===== config.mk =====
export PLATFORM = sky130hd
export DESIGN_NAME = uart_rx_flat
export DESIGN_NICKNAME = d
export VERILOG_FILES = /design/src/rtl/uart_rx_if.sv /design/src/rtl/uart_rx.sv /design/src/flat_wrapper.sv
export SDC_FILE = /design/constraint.sdc
export NUM_CORES = 1
export LEC_CHECK = 0
export ABC_AREA = 1
export ABC_CLOCK_PERIOD_IN_PS = 1900
export CORE_ASPECT_RATIO = 1.5
export CORE_MARGIN = 5
export CORE_UTILIZATION = 50
export CTS_BUF_LIST = sky130_fd_sc_hd__clkbuf_2 sky130_fd_sc_hd__clkbuf_4 sky130_fd_sc_hd__clkbuf_8
export DETAILED_ROUTE_END_ITERATION = 8
export MAX_ROUTING_LAYER = met4
export PLACE_DENSITY = 0.68
export SYNTH_ARGS = -nofsm -noshare
export SYNTH_HDL_FRONTEND = slang
export SYNTH_SLANG_ARGS = --single-unit

===== constraint.sdc =====
create_clock -name clk -period 1.9 [get_ports clk]
set_input_delay 0.285 -clock clk [delete_from_list [all_inputs] [get_ports clk]]
set_output_delay 0.285 -clock clk [all_outputs]
set_load 0.03 [all_outputs]

===== src/rtl/uart_rx_if.sv =====
// Receive-side bundle for uart_rx: serial line in, byte handshake and status out.
// The master modport is the receiver; the slave modport is the line driver/consumer.
interface uart_rx_if;
  logic       rx;
  logic       rx_ready;
  logic [7:0] rx_byte;
  logic       rx_valid;
  logic       frame_err;
  logic       overrun;
  logic       busy;

  modport master (
    input  rx, rx_ready,
    output rx_byte, rx_valid, frame_err, overrun, busy
  );

  modport slave (
    output rx, rx_ready,
    input  rx_byte, rx_valid, frame_err, overrun, busy
  );
endinterface


===== src/rtl/uart_rx.sv =====
// 8N1 UART receiver with mid-bit sampling, a one-byte holding register with
// valid/ready handshake, and single-cycle frame-error / overrun pulses.
module uart_rx #(
  parameter int CLK_FREQ = 50_000_000,
  parameter int BAUD     = 115200
) (
  input  logic     clk,
  input  logic     rst,
  uart_rx_if.master bus
);

  localparam int BAUD_DIV = CLK_FREQ / BAUD;
  localparam int HALF_DIV = BAUD_DIV / 2;
  localparam int CNT_W    = (BAUD_DIV > 1) ? $clog2(BAUD_DIV) : 1;
  localparam logic [CNT_W-1:0] FULL_LOAD = CNT_W'(BAUD_DIV - 1);
  localparam logic [CNT_W-1:0] HALF_LOAD = CNT_W'(HALF_DIV - 1);

  typedef enum logic [2:0] {
    IDLE,
    START,
    DATA,
    STOP,
    BREAK
  } state_t;

  state_t           state_q, state_d;
  logic [CNT_W-1:0] cnt_q, cnt_d;
  logic [2:0]       bit_idx_q, bit_idx_d;
  logic [7:0]       shift_q, shift_d;
  logic [7:0]       rx_byte_q, rx_byte_d;
  logic             rx_valid_q, rx_valid_d;
  logic             frame_err_q, frame_err_d;
  logic             overrun_q, overrun_d;
  logic             rx_meta_q, rx_s_q;

  // Line idles high, so the synchronizer resets to 1 to avoid a phantom start.
  always_ff @(posedge clk) begin
    if (rst) begin
      rx_meta_q <= 1'b1;
      rx_s_q    <= 1'b1;
    end else begin
      rx_meta_q <= bus.rx;
      rx_s_q    <= rx_meta_q;
    end
  end

  always_ff @(posedge clk) begin
    if (rst) begin
      state_q     <= IDLE;
      cnt_q       <= '0;
      bit_idx_q   <= '0;
      shift_q     <= '0;
      rx_byte_q   <= '0;
      rx_valid_q  <= 1'b0;
      frame_err_q <= 1'b0;
      overrun_q   <= 1'b0;
    end else begin
      state_q     <= state_d;
      cnt_q       <= cnt_d;
      bit_idx_q   <= bit_idx_d;
      shift_q     <= shift_d;
      rx_byte_q   <= rx_byte_d;
      rx_valid_q  <= rx_valid_d;
      frame_err_q <= frame_err_d;
      overrun_q   <= overrun_d;
    end
  end

  always_comb begin
    state_d     = state_q;
    cnt_d       = cnt_q;
    bit_idx_d   = bit_idx_q;
    shift_d     = shift_q;
    rx_byte_d   = rx_byte_q;
    rx_valid_d  = rx_valid_q & ~bus.rx_ready;
    frame_err_d = 1'b0;
    overrun_d   = 1'b0;

    unique case (state_q)
      IDLE: begin
        if (!rx_s_q) begin
          state_d = START;
          cnt_d   = HALF_LOAD;
        end
      end
      START: begin
        if (cnt_q == '0) begin
          if (rx_s_q) begin
            state_d = IDLE;
          end else begin
            state_d   = DATA;
            cnt_d     = FULL_LOAD;
            bit_idx_d = '0;
          end
        end else begin
          cnt_d = cnt_q - CNT_W'(1);
        end
      end
      DATA: begin
        if (cnt_q == '0) begin
          shift_d   = {rx_s_q, shift_q[7:1]};
          bit_idx_d = bit_idx_q + 3'd1;
          cnt_d     = FULL_LOAD;
          if (bit_idx_q == 3'd7) state_d = STOP;
        end else begin
          cnt_d = cnt_q - CNT_W'(1);
        end
      end
      STOP: begin
        if (cnt_q == '0) begin
          if (rx_s_q) begin
            // Leave mid-stop so a back-to-back start edge is not missed.
            state_d = IDLE;
            if (!rx_valid_q || bus.rx_ready) begin
              rx_byte_d  = shift_q;
              rx_valid_d = 1'b1;
            end else begin
              overrun_d = 1'b1;
            end
          end else begin
            state_d     = BREAK;
            frame_err_d = 1'b1;
          end
        end else begin
          cnt_d = cnt_q - CNT_W'(1);
        end
      end
      BREAK: begin
        if (rx_s_q) state_d = IDLE;
      end
      default: state_d = IDLE;
    endcase
  end

  assign bus.rx_byte   = rx_byte_q;
  assign bus.rx_valid  = rx_valid_q;
  assign bus.frame_err = frame_err_q;
  assign bus.overrun   = overrun_q;
  assign bus.busy      = (state_q != IDLE);

endmodule


===== src/flat_wrapper.sv =====
// flat-port wrapper written by rule: the top's interface ports become plain ports
module uart_rx_flat 
#(
  parameter int CLK_FREQ = 50_000_000,
  parameter int BAUD     = 115200
)
  (clk, rst, bus_rx, bus_rx_ready, bus_rx_byte, bus_rx_valid, bus_frame_err, bus_overrun, bus_busy);
  uart_rx_if bus_i ();
  input  logic clk;
  input  logic rst;
  input wire logic [$bits(bus_i.rx)-1:0] bus_rx;
  input wire logic [$bits(bus_i.rx_ready)-1:0] bus_rx_ready;
  output wire logic [$bits(bus_i.rx_byte)-1:0] bus_rx_byte;
  output wire logic [$bits(bus_i.rx_valid)-1:0] bus_rx_valid;
  output wire logic [$bits(bus_i.frame_err)-1:0] bus_frame_err;
  output wire logic [$bits(bus_i.overrun)-1:0] bus_overrun;
  output wire logic [$bits(bus_i.busy)-1:0] bus_busy;
  assign bus_i.rx = bus_rx;
  assign bus_i.rx_ready = bus_rx_ready;
  assign bus_rx_byte = bus_i.rx_byte;
  assign bus_rx_valid = bus_i.rx_valid;
  assign bus_frame_err = bus_i.frame_err;
  assign bus_overrun = bus_i.overrun;
  assign bus_busy = bus_i.busy;
  uart_rx #(.CLK_FREQ(CLK_FREQ), .BAUD(BAUD)) u_core (.clk(clk), .rst(rst), .bus(bus_i));
endmodule

==> metrics.yaml, run 1 <==
run_status:
  status: "finished, final reports clean"
sta:
  drv_slew: 0
  relSlewSlack: 0.636
  finClkSkew_ps: 7.07
  fmax_ghz: 0.590
  setup_viol: 0
  tns_ps: 0
  hold_viol_final: 0
  rsz0062_at_grt: "no"
  finalCritPeriodShare: 0.892
  worstMarginPinSlew_ps: 545
  finalWorstPathRequiredPeriod_ps: 1690
route:
  vias: 1493
  firstDrtPassIters: 4
  drt_iter0_markers: 48
  drtAntennaViolNets: 0
  drt-total-wl_um: 3480
  avgViaCountPerCell: 4.91
  drcViolationCount: 0
  routedWlPerCell_um: 11.5
die:
  ios: 16
  die_h_um: 81.2
  die-area_um2: 4660
  fp.dieW_um: 57.4
  row_count: 26
  coreArea_um2: 3350
  initial_core_util: 0.504
logic_synthesis:
  synth_area_um2: 1690
  synth.distinct_cells: 26
  seq_area_frac_synth: 0.427
  syn_inst: 243
  syn_nets: 250
  ys_ff_latch: 36
  synth_warnings: 0
  avgSynthCellArea_um2: 6.95
run:
  maxCapViolCount: 0
pwr:
  power.density_nw_per_um2: 1390
  p_sw_mw: 1.10
  seqPwrFrac: 0.350
  p_comb_frac: 0.408
  internal_power_mw: 1.65
  clockPowerShare: 0.243
  finalPower_mw: 2.76
  cellLeakagePower_nw: 0.894
  ir_drop_mv: 0.791
  swShare: 0.401
cts:
  cts_setup_buffers: 0
  path_clk_slew_ps: 70
  cts_resized: 1
  numCtsBuffers: 5
  cts_tree: "yes"
  cts_root_buf: "clkbuf_8"
  clockBufferDepth: 2
  numClockSinks: 36
  clkLatencyLatePin_ps: 290
  htree_levels: 2
  cts_hold_buf: 0
final_layout:
  final_common_cell: "nand2_1"
  fin_area_um2: 1980
  fill_cells: 334
  n_antenna_cell: 0
  layout-drive-gt1-share: 0.0992
  area_growth_pct: 17.4
  multi_input_area_um2: 820
  seq_area_um2: 721
  final_nets: 268
  final_cell_mix: "nand2_1 (50), nor2_1 (47), dfxtp_1 (36)"
setup_path:
  crit_required_ps: 2130
  crit_slowest_cell: "dfxtp_1"
  slowest_delay_ps: 310
  cp.arrival_ps: 1920
  endpoint_kind: "flop"
  crit_chain: "inv_1 > ha_1 > nand2_2 > nor2_4 > nand2_2 > clkinv_2 > nand4_4 > nand2_1 > nand2_1 > nor2_1"
  startpoint_type: "flop"
  cp_max_fo: 16
  critPathKind: "reg2reg"
min_path:
  hold_path.class: "reg2reg"
placement:
  place_area_um2: 1870
  numPortBuffers: 15
  gp_congestion: 0.881
  hpwl_um: 2620
grt:
  grt-ovfl-total: 0
  grt_start_max_net_pins: 21
  grtUsageTotal: 0.169
  grt_pass1_vias: 1404
  antenna_found_initial: 0
  grt_pass1_wl_um: 5930
## sequential cells by signal, indices dropped and copies added, names as in the netlist
register              cells
u_core.cnt_q              9
u_core.bus.rx_byte        8
u_core.shift_q            8
u_core.bit_idx_q          3
u_core.state_q            3
u_core.bus.frame_err      1
u_core.bus.overrun        1
u_core.bus.rx_valid       1
u_core.rx_meta_q          1
u_core.rx_s_q             1
## synthesized netlist by cell type
cell      count  area [um^2]
nand2_1      50          188
inv_1        26         97.6
inv_2         3         11.3
a21oi_1      19         95.1
buf_6         1         11.3
nor2_4        1         11.3
nor2_1       47          176
nand3_1      17         85.1
nand2_2       5         31.3
o21bai_1      1         7.51
nand4_1       2         12.5
dfxtp_1      36          721
clkbuf_1      2         7.51
nand4_4       1         21.3
a211oi_1      1         7.51
ha_1          3         37.5
xnor2_1       3         26.3
o21ai_0       4         20.0
nor3_1        4         20.0
or2_2         3         18.8
o21ai_1       5         25.0
xor2_1        1         8.76
buf_2         3         15.0
nor2_2        2         12.5
nand3b_1      2         15.0
clkinv_2      1         5.00
## cell families (layout without fill, tap and decap cells)
kind of cell,count (synthesis),after routing,synth area share
AO/OA/AOI/OAI,30,30,0.0919
XOR/XNOR,4,4,0.0208
adder cells (fa/ha/maj),3,3,0.0222
buffers and inverters,36,55,0.0875
flip-flops,36,36,0.427
AND/OR/NAND/NOR,134,134,0.351
## per-layer routing
layer / global-route usage / vias to the layer above / part of all wire
met5: - / - / 0
li1: - / 798 / -
met1: 0.160 / 676 / 0.41
met2: 0.318 / 14 / 0.55
met4: 0.0603 / 0 / 0.015
met3: 0.0477 / 5 / 0.031
## final cells by class
| cell class | count | area share |
|---|---|---|
| repair buffers | 17 | 0.0827 |
| clock inverters | 3 | 0.0215 |
| flip-flops and latches | 36 | 0.364 |
| multi-input cells | 171 | 0.414 |
| clock buffers | 5 | 0.0347 |
| well taps | 42 | 0.0265 |
| inverters | 30 | 0.0574 |
## per-stage QoR
step | instances | hold WS [ps] | util | worst slack [ps]
final | 304 | 410 | 0.591 | 206
after CTS | 304 | 413 | 0.591 | 196
after detailed placement | 296 | 395 | 0.559 | 231
after global placement | 296 | 393 | 0.559 | 271
after floorplan | 243 | 389 | - | 393
after global routing | 304 | 434 | 0.591 | 3.83
## power by group through the flow
stage	combinational [mW]	sequential [mW]	clock [mW]
floorplan	0.907	0.973	0
global placement	1.12	0.979	0
detailed placement	1.13	0.979	0
CTS	1.12	0.963	0.687
global route	1.27	0.975	0.721
finish	1.12	0.964	0.669
## critical path, delay by kind of cell, from the launching register on
kind,cells,cell delay (ps)
fa+ha+maj,1,220
buf+inv,2,250
flops,1,310
simple gates,7,850
## final timing paths
path,from,endpoint,slack (ps),cells after the start
max,u_core.cnt_q[0]$_SDFFE_PP0P_,u_core.bus.rx_byte[2]$_SDFFE_PP0P_,210,10
min,u_core.rx_meta_q$_SDFF_PP1_,u_core.rx_s_q$_SDFF_PP1_,410,1
max reg2reg,u_core.cnt_q[0]$_SDFFE_PP0P_,u_core.bus.rx_byte[2]$_SDFFE_PP0P_,210,10
min reg2reg,u_core.rx_meta_q$_SDFF_PP1_,u_core.rx_s_q$_SDFF_PP1_,410,1
(Power assumes the default switching activity.)
==> run 2, diff against run 1 <==
RECOVER_POWER = 25   (was not set)
TNS_END_PERCENT = 5   (was not set)
==> metrics.yaml, run 2 (synthesis results as in run 1) <==
grt:
  antenna_found_initial: 0  # unchanged
  grt_pass1_vias: 1404  # unchanged
  grt_pass1_wl_um: 5930  # unchanged
  grt_start_max_net_pins: 21  # unchanged
  grtUsageTotal: 0.169  # unchanged
  grt-ovfl-total: 0  # unchanged
setup_path:
  crit_chain: "inv_1 > ha_1 > nand2_2 > nor2_4 > nand2_2 > clkinv_2 > nand4_4 > nand2_1 > nand2_1 > nor2_1"
  r2r_slack_ps: 200  # about the same
  r2r-end: "u_core.bus.rx_byte[2]$_SDFFE_PP0P_"
  cp_max_fo: 16  # unchanged
  slowest_delay_ps: 310  # about the same
  timing.rr.start: "u_core.cnt_q[0]$_SDFFE_PP0P_"
  endpoint_kind: "flop"
  cpLargestDelayFamily: "simple AND/OR/NAND/NOR gates"
  timing.critical_path.buf_inv: 2  # unchanged
  cp.arrival_ps: 1920  # about the same
  crit_slowest_cell: "dfxtp_1"
  crit_required_ps: 2120  # about the same
  startpoint_type: "flop"
  critPathKind: "reg2reg"
  r2r_cells: 10  # unchanged
min_path:
  hold_depth: 1  # unchanged
  hold_path_end: "u_core.rx_s_q$_SDFF_PP1_"
  worstHoldStart: "u_core.rx_meta_q$_SDFF_PP1_"
  hold_path.class: "reg2reg"
sta:
  tns_ps: 0  # unchanged
  relSlewSlack: 0.422  # -0.215
  finClkSkew_ps: 6.01  # -1.06 ps
  setup_viol: 0  # unchanged
  hold_viol_final: 0  # unchanged
  drv_slew: 0  # unchanged
  finalWorstPathRequiredPeriod_ps: 1700  # +0.754 ps
  worstMarginPinSlew_ps: 868  # +323 ps
  rsz0062_at_grt: "no"
  fin_hold_ws_ps: 410  # -0.162 ps
  fmax_ghz: 0.590  # about the same
  finalCritPeriodShare: 0.892  # about the same
cts:
  clkLatencyLatePin_ps: 280  # about the same
  path_clk_slew_ps: 70  # about the same
  cts_resized: 1  # unchanged
  htree_levels: 2  # unchanged
  cts_hold_buf: 0  # unchanged
  clockBufferDepth: 2  # unchanged
  cts_tree: "yes"
  numCtsBuffers: 5  # unchanged
  cts_setup_buffers: 0  # unchanged
  cts_root_buf: "clkbuf_8"
  numClockSinks: 36  # unchanged
die:
  ios: 16  # unchanged
  die-area_um2: 4660  # unchanged
  die_h_um: 81.2  # unchanged
  initial_core_util: 0.504  # unchanged
  coreArea_um2: 3350  # unchanged
  fp.dieW_um: 57.4  # unchanged
  row_count: 26  # unchanged
final_layout:
  n_antenna_cell: 0  # unchanged
  final_common_cell: "nand2_1"
  largest-register: "u_core.cnt_q"
  layout-drive-gt1-share: 0.0954  # -0.00382
  area_growth_pct: 17.2
  stdcell_count: 304  # unchanged
  final_nets: 268  # unchanged
  final_cell_mix: "nand2_1 (50), nor2_1 (47), dfxtp_1 (36)"
  largest_reg_flops: 9  # unchanged
route:
  drt-total-wl_um: 3450  # -0.98%
  vias: 1494  # +0.067%
  firstDrtPassIters: 4  # unchanged
  drcViolationCount: 0  # unchanged
  met2_length_um: 1960  # +2.5%
  wl_met1_um: 1370  # -3.7%
  met3WireLength_um: 103  # -4.6%
  drtAntennaViolNets: 0  # unchanged
  top_layer_used: "met4"
  routedWlPerCell_um: 11.3  # -0.98%
  avgViaCountPerCell: 4.91  # about the same
  drt_iter0_markers: 47  # -2.1%
placement:
  numPortBuffers: 15  # unchanged
  dp_cells: 296  # unchanged
  hpwl_um: 2620  # unchanged
  gp_congestion: 0.881  # unchanged
run:
  maxCapViolCount: 0  # unchanged
pwr:
  ir_drop_mv: 0.778  # -1.7%
  cellLeakagePower_nw: 0.912  # +2.0%
  power.density_nw_per_um2: 1390  # -0.35%
run_status:
  status: "finished, final reports clean"
-- run 2: where the power goes --
part / internal (mW) / total [mW] / switching, mW
Clock: 0.388 / 0.660 / 0.272
Combinational: 0.394 / 1.12 / 0.722
Sequential: 0.867 / 0.965 / 0.0973
Total: 1.65 / 2.74 / 1.09
-- run 2: cell type report --
class	count	area [um^2]
repair buffers	17	160
inverters	30	114
clock buffers	5	68.8
fillers	336	1370
multi-input cells	171	820
flip-flops and latches	36	721
well taps	42	52.6
clock inverters	3	42.5
-- run 2: stage by stage --
stage	util	worst slack, ps	cell area [um^2]	power, mW
after floorplan	-	393	1690	1.88
after global placement	0.559	271	1870	2.10
after detailed placement	0.559	231	1870	2.11
after CTS	0.591	196	1980	2.77
after global routing	0.590	3.83	1980	2.97
final	0.590	205	1980	2.74
-- run 2: routing by layer --
layer  up-vias  global-route usage
met2        21               0.318
li1        798                   -
met4         0              0.0603
met3         2              0.0477
met5         -                   -
met1       673               0.160
-- run 2: how the worst max path moves through the flow --
| stage | start | end | slack [ps] | depth (start not counted) |
|---|---|---|---|---|
| finish | u_core.cnt_q[0]$_SDFFE_PP0P_ | u_core.bus.rx_byte[2]$_SDFFE_PP0P_ | 200 | 10 |
| global route | u_core.cnt_q[0]$_SDFFE_PP0P_ | u_core.bus.rx_byte[1]$_SDFFE_PP0P_ | 4 | 10 |
| CTS | u_core.cnt_q[0]$_SDFFE_PP0P_ | u_core.bus.rx_byte[1]$_SDFFE_PP0P_ | 200 | 9 |
| detailed placement | u_core.cnt_q[0]$_SDFFE_PP0P_ | u_core.bus.rx_byte[2]$_SDFFE_PP0P_ | 230 | 10 |
| global placement | u_core.cnt_q[0]$_SDFFE_PP0P_ | u_core.bus.rx_byte[3]$_SDFFE_PP0P_ | 270 | 10 |
| floorplan | u_core.state_q[2]$_SDFFE_PP0P_ | u_core.cnt_q[7]$_SDFFE_PP0P_ | 390 | 10 |
